<file path="config.mk">
export PLATFORM = sky130hd
export DESIGN_NAME = spi_slave
export DESIGN_NICKNAME = d
export VERILOG_FILES = /design/src/rtl/spi_shared_pkg.sv /design/src/rtl/spi_tx_serializer.sv /design/src/rtl/spi_slave.sv
export SDC_FILE = /design/constraint.sdc
export NUM_CORES = 1
export LEC_CHECK = 0
export ABC_AREA = 1
export CORE_UTILIZATION = 59
export CTS_CLUSTER_SIZE = 16
export DETAILED_ROUTE_END_ITERATION = 6
export PLACE_DENSITY = 0.83
export REMOVE_ABC_BUFFERS = 1
export SYNTH_ARGS = -nofsm -noshare
export SYNTH_HDL_FRONTEND = slang
export SYNTH_SLANG_ARGS = --single-unit
</file>
<file path="constraint.sdc">
create_clock -name clk -period 3 [get_ports clk]
set_clock_uncertainty 0.1 [all_clocks]
set_input_delay 0.9 -clock clk [delete_from_list [all_inputs] [get_ports clk]]
set_output_delay 0.9 -clock clk [all_outputs]
set_load 0.1 [all_outputs]
</file>
<file path="src/rtl/spi_shared_pkg.sv">
// Shared definitions for the SPI slave front end: FSM state encodings,
// command codes and default widths.
package spi_shared_pkg;

    localparam int RX_W_DEF        = 10;
    localparam int TX_W_DEF        = 8;
    localparam int TX_WAIT_MAX_DEF = 15;

    typedef logic [2:0] state_t;

    localparam state_t IDLE      = 3'd0;
    localparam state_t CHK_CMD   = 3'd1;
    localparam state_t WRITE     = 3'd2;
    localparam state_t READ_ADD  = 3'd3;
    localparam state_t READ_DATA = 3'd4;

    localparam logic [1:0] CMD_WR_ADDR = 2'b00;
    localparam logic [1:0] CMD_WR_DATA = 2'b01;
    localparam logic [1:0] CMD_RD_ADDR = 2'b10;
    localparam logic [1:0] CMD_RD_DATA = 2'b11;

endpackage

</file>
<file path="src/rtl/spi_tx_serializer.sv">
// Read-return serializer: loads a RAM read word and shifts it onto MISO,
// MSB first, one bit per clock. clr (slave deselected) truncates any shift.
module spi_tx_serializer
    import spi_shared_pkg::*;
#(
    parameter int TX_W = TX_W_DEF
) (
    input  logic            clk,
    input  logic            rst_n,
    input  logic            clr,
    input  logic            load,
    input  logic [TX_W-1:0] tx_data,
    output logic            miso,
    output logic            done
);

    localparam int CNT_W = $clog2(TX_W);

    logic [TX_W-2:0]  sreg;
    logic [CNT_W-1:0] remain;
    logic             busy;

    // Shift engine: MSB goes out the cycle after load, remaining bits follow.
    always_ff @(posedge clk or negedge rst_n) begin
        if (!rst_n) begin
            sreg   <= '0;
            remain <= '0;
            busy   <= 1'b0;
            miso   <= 1'b0;
            done   <= 1'b0;
        end else if (clr) begin
            sreg   <= '0;
            remain <= '0;
            busy   <= 1'b0;
            miso   <= 1'b0;
            done   <= 1'b0;
        end else if (load) begin
            miso   <= tx_data[TX_W-1];
            sreg   <= tx_data[TX_W-2:0];
            remain <= CNT_W'(TX_W - 1);
            busy   <= 1'b1;
            done   <= 1'b0;
        end else if (busy) begin
            if (remain == '0) begin
                miso <= 1'b0;
                busy <= 1'b0;
                done <= 1'b1;
            end else begin
                miso   <= sreg[TX_W-2];
                sreg   <= {sreg[TX_W-3:0], 1'b0};
                remain <= remain - CNT_W'(1);
            end
        end else begin
            miso <= 1'b0;
        end
    end

endmodule

</file>
<file path="src/rtl/spi_slave.sv">
// SPI slave front end for the single-port RAM. Assembles 10-bit frames from
// MOSI into rx_data/rx_valid and returns read data on MISO.
// Optional feature macro: SPI_ABORT_CNT_EN adds the abort_cnt output, which
// counts truncated frames and abandoned reads (saturating at 255).
module spi_slave
    import spi_shared_pkg::*;
#(
    parameter int RX_W        = RX_W_DEF,
    parameter int TX_W        = TX_W_DEF,
    parameter int TX_WAIT_MAX = TX_WAIT_MAX_DEF
) (
    input  logic            clk,
    input  logic            rst_n,
    input  logic            SS_n,
    input  logic            MOSI,
    output logic            MISO,
    output logic [RX_W-1:0] rx_data,
    output logic            rx_valid,
`ifdef SPI_ABORT_CNT_EN
    output logic [7:0]      abort_cnt,
`endif
    input  logic [TX_W-1:0] tx_data,
    input  logic            tx_valid
);

    localparam int CNT_W  = $clog2(RX_W + 1);
    localparam int WAIT_W = $clog2(TX_WAIT_MAX + 1);

    state_t            state;
    logic [CNT_W-1:0]  bit_cnt;
    logic [RX_W-2:0]   shift_r;
    logic              rd_addr_seen;
    logic              waiting;
    logic [WAIT_W-1:0] wait_cnt;

    logic              frame_done_s;
    logic              load_s;
    logic              wait_expire_s;
    logic              ser_done_s;

    // Qualifiers for the read-return wait window.
    always_comb begin
        frame_done_s  = (bit_cnt == CNT_W'(RX_W));
        load_s        = 1'b0;
        wait_expire_s = 1'b0;
        if (!SS_n && (state == READ_DATA) && waiting) begin
            load_s        = tx_valid && !ser_done_s;
            wait_expire_s = !tx_valid && (wait_cnt == WAIT_W'(TX_WAIT_MAX - 1));
        end else begin
            load_s        = 1'b0;
            wait_expire_s = 1'b0;
        end
    end

    // Frame FSM: command decode, bit collection, completion strobe and wait window.
    always_ff @(posedge clk or negedge rst_n) begin
        if (!rst_n) begin
            state        <= IDLE;
            bit_cnt      <= '0;
            shift_r      <= '0;
            rx_data      <= '0;
            rx_valid     <= 1'b0;
            rd_addr_seen <= 1'b0;
            waiting      <= 1'b0;
            wait_cnt     <= '0;
        end else begin
            rx_valid <= 1'b0;
            if (SS_n) begin
                state    <= IDLE;
                bit_cnt  <= '0;
                waiting  <= 1'b0;
                wait_cnt <= '0;
            end else begin
                case (state)
                    IDLE: begin
                        state   <= CHK_CMD;
                        bit_cnt <= '0;
                    end
                    CHK_CMD: begin
                        shift_r <= {{(RX_W-2){1'b0}}, MOSI};
                        bit_cnt <= CNT_W'(1);
                        if (!MOSI) begin
                            state <= WRITE;
                        end else if (!rd_addr_seen) begin
                            state <= READ_ADD;
                        end else begin
                            state <= READ_DATA;
                        end
                    end
                    WRITE, READ_ADD, READ_DATA: begin
                        if (bit_cnt == CNT_W'(RX_W - 1)) begin
                            // Last bit: publish the whole frame in one step.
                            rx_data  <= {shift_r, MOSI};
                            rx_valid <= 1'b1;
                            bit_cnt  <= CNT_W'(RX_W);
                            if (state == READ_ADD) begin
                                rd_addr_seen <= 1'b1;
                            end else if (state == READ_DATA) begin
                                rd_addr_seen <= 1'b0;
                                waiting      <= 1'b1;
                                wait_cnt     <= '0;
                            end else begin
                                rd_addr_seen <= rd_addr_seen;
                            end
                        end else if (!frame_done_s) begin
                            shift_r <= {shift_r[RX_W-3:0], MOSI};
                            bit_cnt <= bit_cnt + CNT_W'(1);
                        end else if (waiting) begin
                            if (load_s || wait_expire_s) begin
                                waiting <= 1'b0;
                            end else begin
                                wait_cnt <= wait_cnt + WAIT_W'(1);
                            end
                        end else begin
                            bit_cnt <= bit_cnt;
                        end
                    end
                    default: begin
                        state   <= IDLE;
                        bit_cnt <= '0;
                    end
                endcase
            end
        end
    end

`ifdef SPI_ABORT_CNT_EN
    logic abort_evt_s;

    // Abort events: deselect before the frame completes, or read wait expiry.
    always_comb begin
        if (SS_n && (state != IDLE) && !frame_done_s) begin
            abort_evt_s = 1'b1;
        end else if (wait_expire_s) begin
            abort_evt_s = 1'b1;
        end else begin
            abort_evt_s = 1'b0;
        end
    end

    // Saturating abort counter.
    always_ff @(posedge clk or negedge rst_n) begin
        if (!rst_n) begin
            abort_cnt <= 8'd0;
        end else if (abort_evt_s && (abort_cnt != 8'd255)) begin
            abort_cnt <= abort_cnt + 8'd1;
        end else begin
            abort_cnt <= abort_cnt;
        end
    end
`endif

    spi_tx_serializer #(
        .TX_W (TX_W)
    ) u_tx (
        .clk     (clk),
        .rst_n   (rst_n),
        .clr     (SS_n),
        .load    (load_s),
        .tx_data (tx_data),
        .miso    (MISO),
        .done    (ser_done_s)
    );

endmodule
</file>
=== Yosys cells after proc, flatten, opt, wreduce, memory -nomap -nowiden ===
Cells that the tools add are included.

* Flip-flop bits (word level): 46
* Latch bits: 0
* RAM bits: 0
* Bits in read-only memories: 0
* Output and inout port bits: 12
* Logic and storage cells: 111
* Memories kept: 0

* Add/sub/neg operators: 3
* $mul: 0
* Divide/modulo/power cells: 0
* Order comparisons: 0
* Eq/ne operators: 15
* Shifts and indexed selects: 0
* Mux-type cells: 54
* Bitwise gates (word level): 1
* Reduce and logical (&&, ||, !) cells: 25

{| class="wikitable"
|+ Operators with widths
! operator !! count
|-
| $mux W4 || 11
|-
| $mux W7 || 4
|-
| $mux W1 || 27
|-
| $mux W3 || 7
|-
| $mux W9 || 2
|-
| $pmux W9 S2 || 1
|-
| $eq A4 B4 Y1 const B || 3
|-
| $reduce_and A4 Y1 || 3
|-
| $reduce_bool A3 Y1 || 4
|-
| $ne A3 B3 Y1 const B || 3
|-
| $pmux W3 S3 || 1
|-
| $add A4 B1 Y4 const B || 2
|-
| $pmux W4 S2 || 1
|-
| $eq A3 B2 Y1 const B || 2
|-
| $logic_not A3 Y1 || 2
|-
| $ne A2 B2 Y1 const B || 3
|-
| $reduce_and A6 Y1 || 1
|-
| $reduce_bool A2 Y1 || 3
|-
| $logic_and A1 B1 Y1 || 4
|-
| $ne A4 B4 Y1 const B || 1
|-
| $reduce_and A2 Y1 || 2
|-
| $eq A3 B1 Y1 const B || 1
|-
| $eq A3 B3 Y1 const B || 1
|-
| $logic_not A1 Y1 || 3
|-
| other kinds (6) || 6
|}

=== Logic depth before layout (Yosys ltp) ===
* Word-level depth: 11
* Depth in mapped cells: 10
* Depth with buffers taken out: 10

=== Hierarchy ===
A second synthesis with hierarchy kept.

* Cell total of the unflattened synthesis: 266
* Area, all modules: 2262.2 sq um

{| class="wikitable"
|+ Modules (own cells, without submodules)
! module !! instances !! cells an instance !! area an instance (sq um)
|-
| spi_slave || 1 || 180 || 1589.0
|-
| spi_tx_serializer || 1 || 86 || 673.1
|}

=== Worst setup path before layout ===
OpenSTA, ideal clock, no wires.

* Path type: input -> register
* Start: input SS_n
* End: register wait_cnt[0]
* Setup time: 0.117 ns
* Data arrival time: 1.724 ns
* Required time: 2.783 ns
* Slack: 1.060 ns
* Stages: 8
* Path through: buf_4 -> inv_2 -> nand2_1 -> o21ai_1 -> nor2_2 -> nand2_2 -> nand2_1 -> nand2_1

* Longest elaborated chain between the ends: 7
* Elaborated cells on any way between the ends: 14
* Those cells by class: eq/ne (3); mux (3); reduce/logical (8)

{| class="wikitable"
|+ RTL lines
! what !! RTL line !! text
|-
| from (decl) || spi_slave.sv:14 || <nowiki>input logic SS_n,</nowiki>
|-
| $logic_not A1 Y1 || spi_slave.sv:46 || <nowiki>if (!SS_n && (state == READ_DATA) && waiting) begin</nowiki>
|-
| $logic_and A1 B1 Y1 (2 in a row) || spi_slave.sv:46 ||
|-
| $mux W1 || spi_slave.sv:46 ||
|-
| $logic_or A1 B1 Y1 || spi_slave.sv:109 || <nowiki>if (load_s || wait_expire_s) begin</nowiki>
|-
| $ne A3 B3 Y1 (no source line) || - ||
|-
| $reduce_and A6 Y1 (no source line) || - ||
|-
| to (signal assigned) || spi_slave.sv:112 || <nowiki>wait_cnt <= wait_cnt + WAIT_W'(1);</nowiki>
|-
| to (decl) || spi_slave.sv:34 || <nowiki>logic [WAIT_W-1:0] wait_cnt;</nowiki>
|}

Parallel ways exist; a longest one is shown, timed or not.
A chain may end at the register's enable or synchronous reset.

=== Worst setup path in the final report ===
* Start: input SS_n
* End: register wait_cnt[1]

Same word-level chain as after synthesis.

==> run metrics <==
final net count 297; Initial DRT Pass Iterations 4; CP Launch Type input port; initial antenna violation count 0; Most common cell on crit path nand2_1; switching pwr 394 uW; Die Area 0.00395 sq mm; Tcrit/Tclk final 80.3%; vias in the first global route 1595; Yosys cell types 29; dpl cells 316; final worst path period need 2.41 ns; Critical Path End Type register; CP top delay family buffers and inverters; FILL cells 265; Via density 5.31; post-synthesis sequential area ratio 52.6%; leakage power 1.21 nW; total CTS buffers 5; outcome finished clean; Die H 62.9 um; Hold WC Path Type register to register; routed via count 1719; Syn. warnings 0; standard-cell row count 21; xor and xnor fraction of the mapped netlist area 0.801%; cts repair resizes 0; Synth Area in Compound Gates 15.3%; Reg clk slew, reported paths 0.08 ns; Layout area overhead 16.0%; Initial Utilization 63.5%; GRT Util Overall 22.5%; Cell Count, Final, Fillers Out 324; crit-path max FO 8; largest family of logic cells by synthesized area simple AND/OR/NAND/NOR gates; IO Port Bufs 24; gp weighted congestion 0.812; combinational share of power 17.5%; Avg Cell Area, Syn 8.78 sq um; Post-DRT Antenna Nets 0; Seq cells post-synth 46; multiplexer area fraction after synthesis 0%; Worst Path Required 3.09 ns; relative slew slack 63.5%; Sequential Power Share 50.3%; CTS Sinks 46; Core ar. 0.00344 sq mm; Ports 25; Internal Power 983 uW; grt total ovfl 0; CP max-delay cell clkdlybuf4s50_1; CTS Hold Bufs 0; WP data arrival 2.50 ns; Slew Viols, Final 0; cell-by-cell trace of the critical path clkdlybuf4s50_1 -> inv_2 -> nand2_1 -> o21ai_1 -> nor2_2 -> nand2_2 -> nand2_1 -> nand2_1; Post-Synth Adder-Cell Area 4.00%; clk buf depth 2; Final HPWL DP 2790 um; Maximum Capacitance Violations 0; Starting DRT DRC Count 119; Clk Tree Root Cell clkbuf_8; f_max 415 MHz; first-pass GRT wire length 7000 um; worst path buffer plus inverter count 2; Clock Latency Late Sink 0.29 ns; Routed wire per std cell 12.0 um; Final setup viols 0; peak supply drop 0.430 mV; largest net degree at the start of global routing 24; Fin. Hold Viols 0; Crit Path Category input port to register; # diodes 0; Slew @ Worst Pin 0.543 ns; setup_tns 0 ns; largest stage delay on the critical path 0.66 ns; Routed WL 3880 um; # H-tree levels 2; layout cells sized above 1 16.2%; most frequent cells in the layout nand2_1, dfrtp_1, inv_1; pwr dens 543 mW/mm^2; Post-CTS Repair Setup Buffers 0; Clock Power Share 32.3%; Syn Std Cell Area 0.00219 sq mm; Die Width 62.9 um; CTS tree done; Sw Ratio 28.6%; Post-Synth Simple-Gate Area 20.9%; WHS 0.386 ns; Gate Count Post-Synth 249; leading cell type in the layout, fill and taps excluded nand2_1; drc violations 0; RSZ-0062 raised after global routing false
==> worst register-to-register path, delay by kind of cell, from the launching register on <==
family                     cells  cell delay, ns
DFF                            1            0.42
and+or+nand+nor                6            0.87
AOI/OAI and AO/OA              1            0.14
buffers and inverters          1            0.09
adders and majority gates      1            0.14
==> flip-flops by register name, indices dropped and copies added, names as in the netlist <==
name          count
u_tx.sreg         7
u_tx.miso         1
wait_cnt          4
u_tx.remain       3
rd_addr_seen      1
u_tx.done         1
shift_r           9
u_tx.busy         1
rx_valid          1
waiting           1
bit_cnt           4
state             3
rx_data          10
==> cell usage after synthesis <==
cell type,count,area (sq um)
or2_1,1,6.26
buf_4,1,7.51
a31oi_1,1,6.26
a22oi_1,1,7.51
a21oi_2,1,8.76
xnor2_1,1,8.76
inv_2,3,11.3
dfrtp_1,46,1150
xor2_1,1,8.76
and3_1,1,6.26
buf_6,1,11.3
ha_1,7,87.6
nand2_2,6,37.5
nor3_1,1,5.00
o21ai_2,9,78.8
or2_2,2,12.5
nor2_2,1,6.26
nor2_1,14,52.6
o21ai_1,18,90.1
o31ai_1,2,15.0
nand3_1,15,75.1
nand3_2,1,10.0
inv_1,25,93.8
a21oi_1,5,25.0
nand2_1,61,229
nand3_4,1,17.5
o21ai_0,18,90.1
buf_2,3,15.0
o22ai_1,2,12.5
==> layout make-up <==
cell class                      instances  area, sq um  share of cell area, %
Multi-Input combinational cell        170          897                   35.4
Tap cell                               46         57.6                   2.27
Clock inverter                          1         30.0                   1.18
Inverter                               28          105                   4.14
Sequential cell                        46         1150                   45.4
Clock buffer                            7         76.3                   3.01
Timing Repair Buffer                   26          220                   8.68
==> path summary, 6_finish.rpt <==
check	to	start	slack [ns]	cells after the start
max in group asynchronous	wait_cnt[0]	rst_n	1.76	2
min in group asynchronous	rx_data[7]	rst_n	0.45	1
worst min-delay path	shift_r[3]	shift_r[3]	0.39	2
worst max register to register	wait_cnt[1]	bit_cnt[1]	1.14	9
worst min register to register	shift_r[3]	shift_r[3]	0.39	2
worst max-delay path	wait_cnt[1]	SS_n	0.59	8
==> per-stage QoR <==
step                      setup slack [ns]  instance area, sq um  utilization, %  power (mW)
after floorplan                       1.10                  2150               -       0.869
after global placement               0.372                  2430            70.6       0.939
after detailed placement             0.324                  2430            70.6       0.945
after CTS                            0.638                  2540            73.7        1.39
after global routing                 0.431                  2540            73.7        1.44
final                                0.590                  2540            73.7        1.38
==> layer usage <==
| layer | GRT usage, % | routed length [um] |
|---|---|---|
| met5 | 0 | 0 |
| met4 | 6.69 | 48 |
| met3 | 6.20 | 167 |
| met2 | 33.3 | 1740 |
| met1 | 32.2 | 1920 |
==> cell families after synthesis <==
family / after synthesis
AO/OA/AOI/OAI: 57
XOR/XNOR: 2
AND/OR/NAND/NOR: 104
adder cells (fa/ha/maj): 7
buffers and inverters: 33
flip-flops: 46
==> power by group through the flow <==
stage,Sequential [mW],Clock (mW),Combinational (mW)
finish,0.692,0.444,0.241
global route,0.697,0.478,0.269
CTS,0.691,0.455,0.243
detailed placement,0.703,0,0.242
global placement,0.701,0,0.237
floorplan,0.735,0,0.134
No activity file was read; power rests on OpenSTA's default activity.
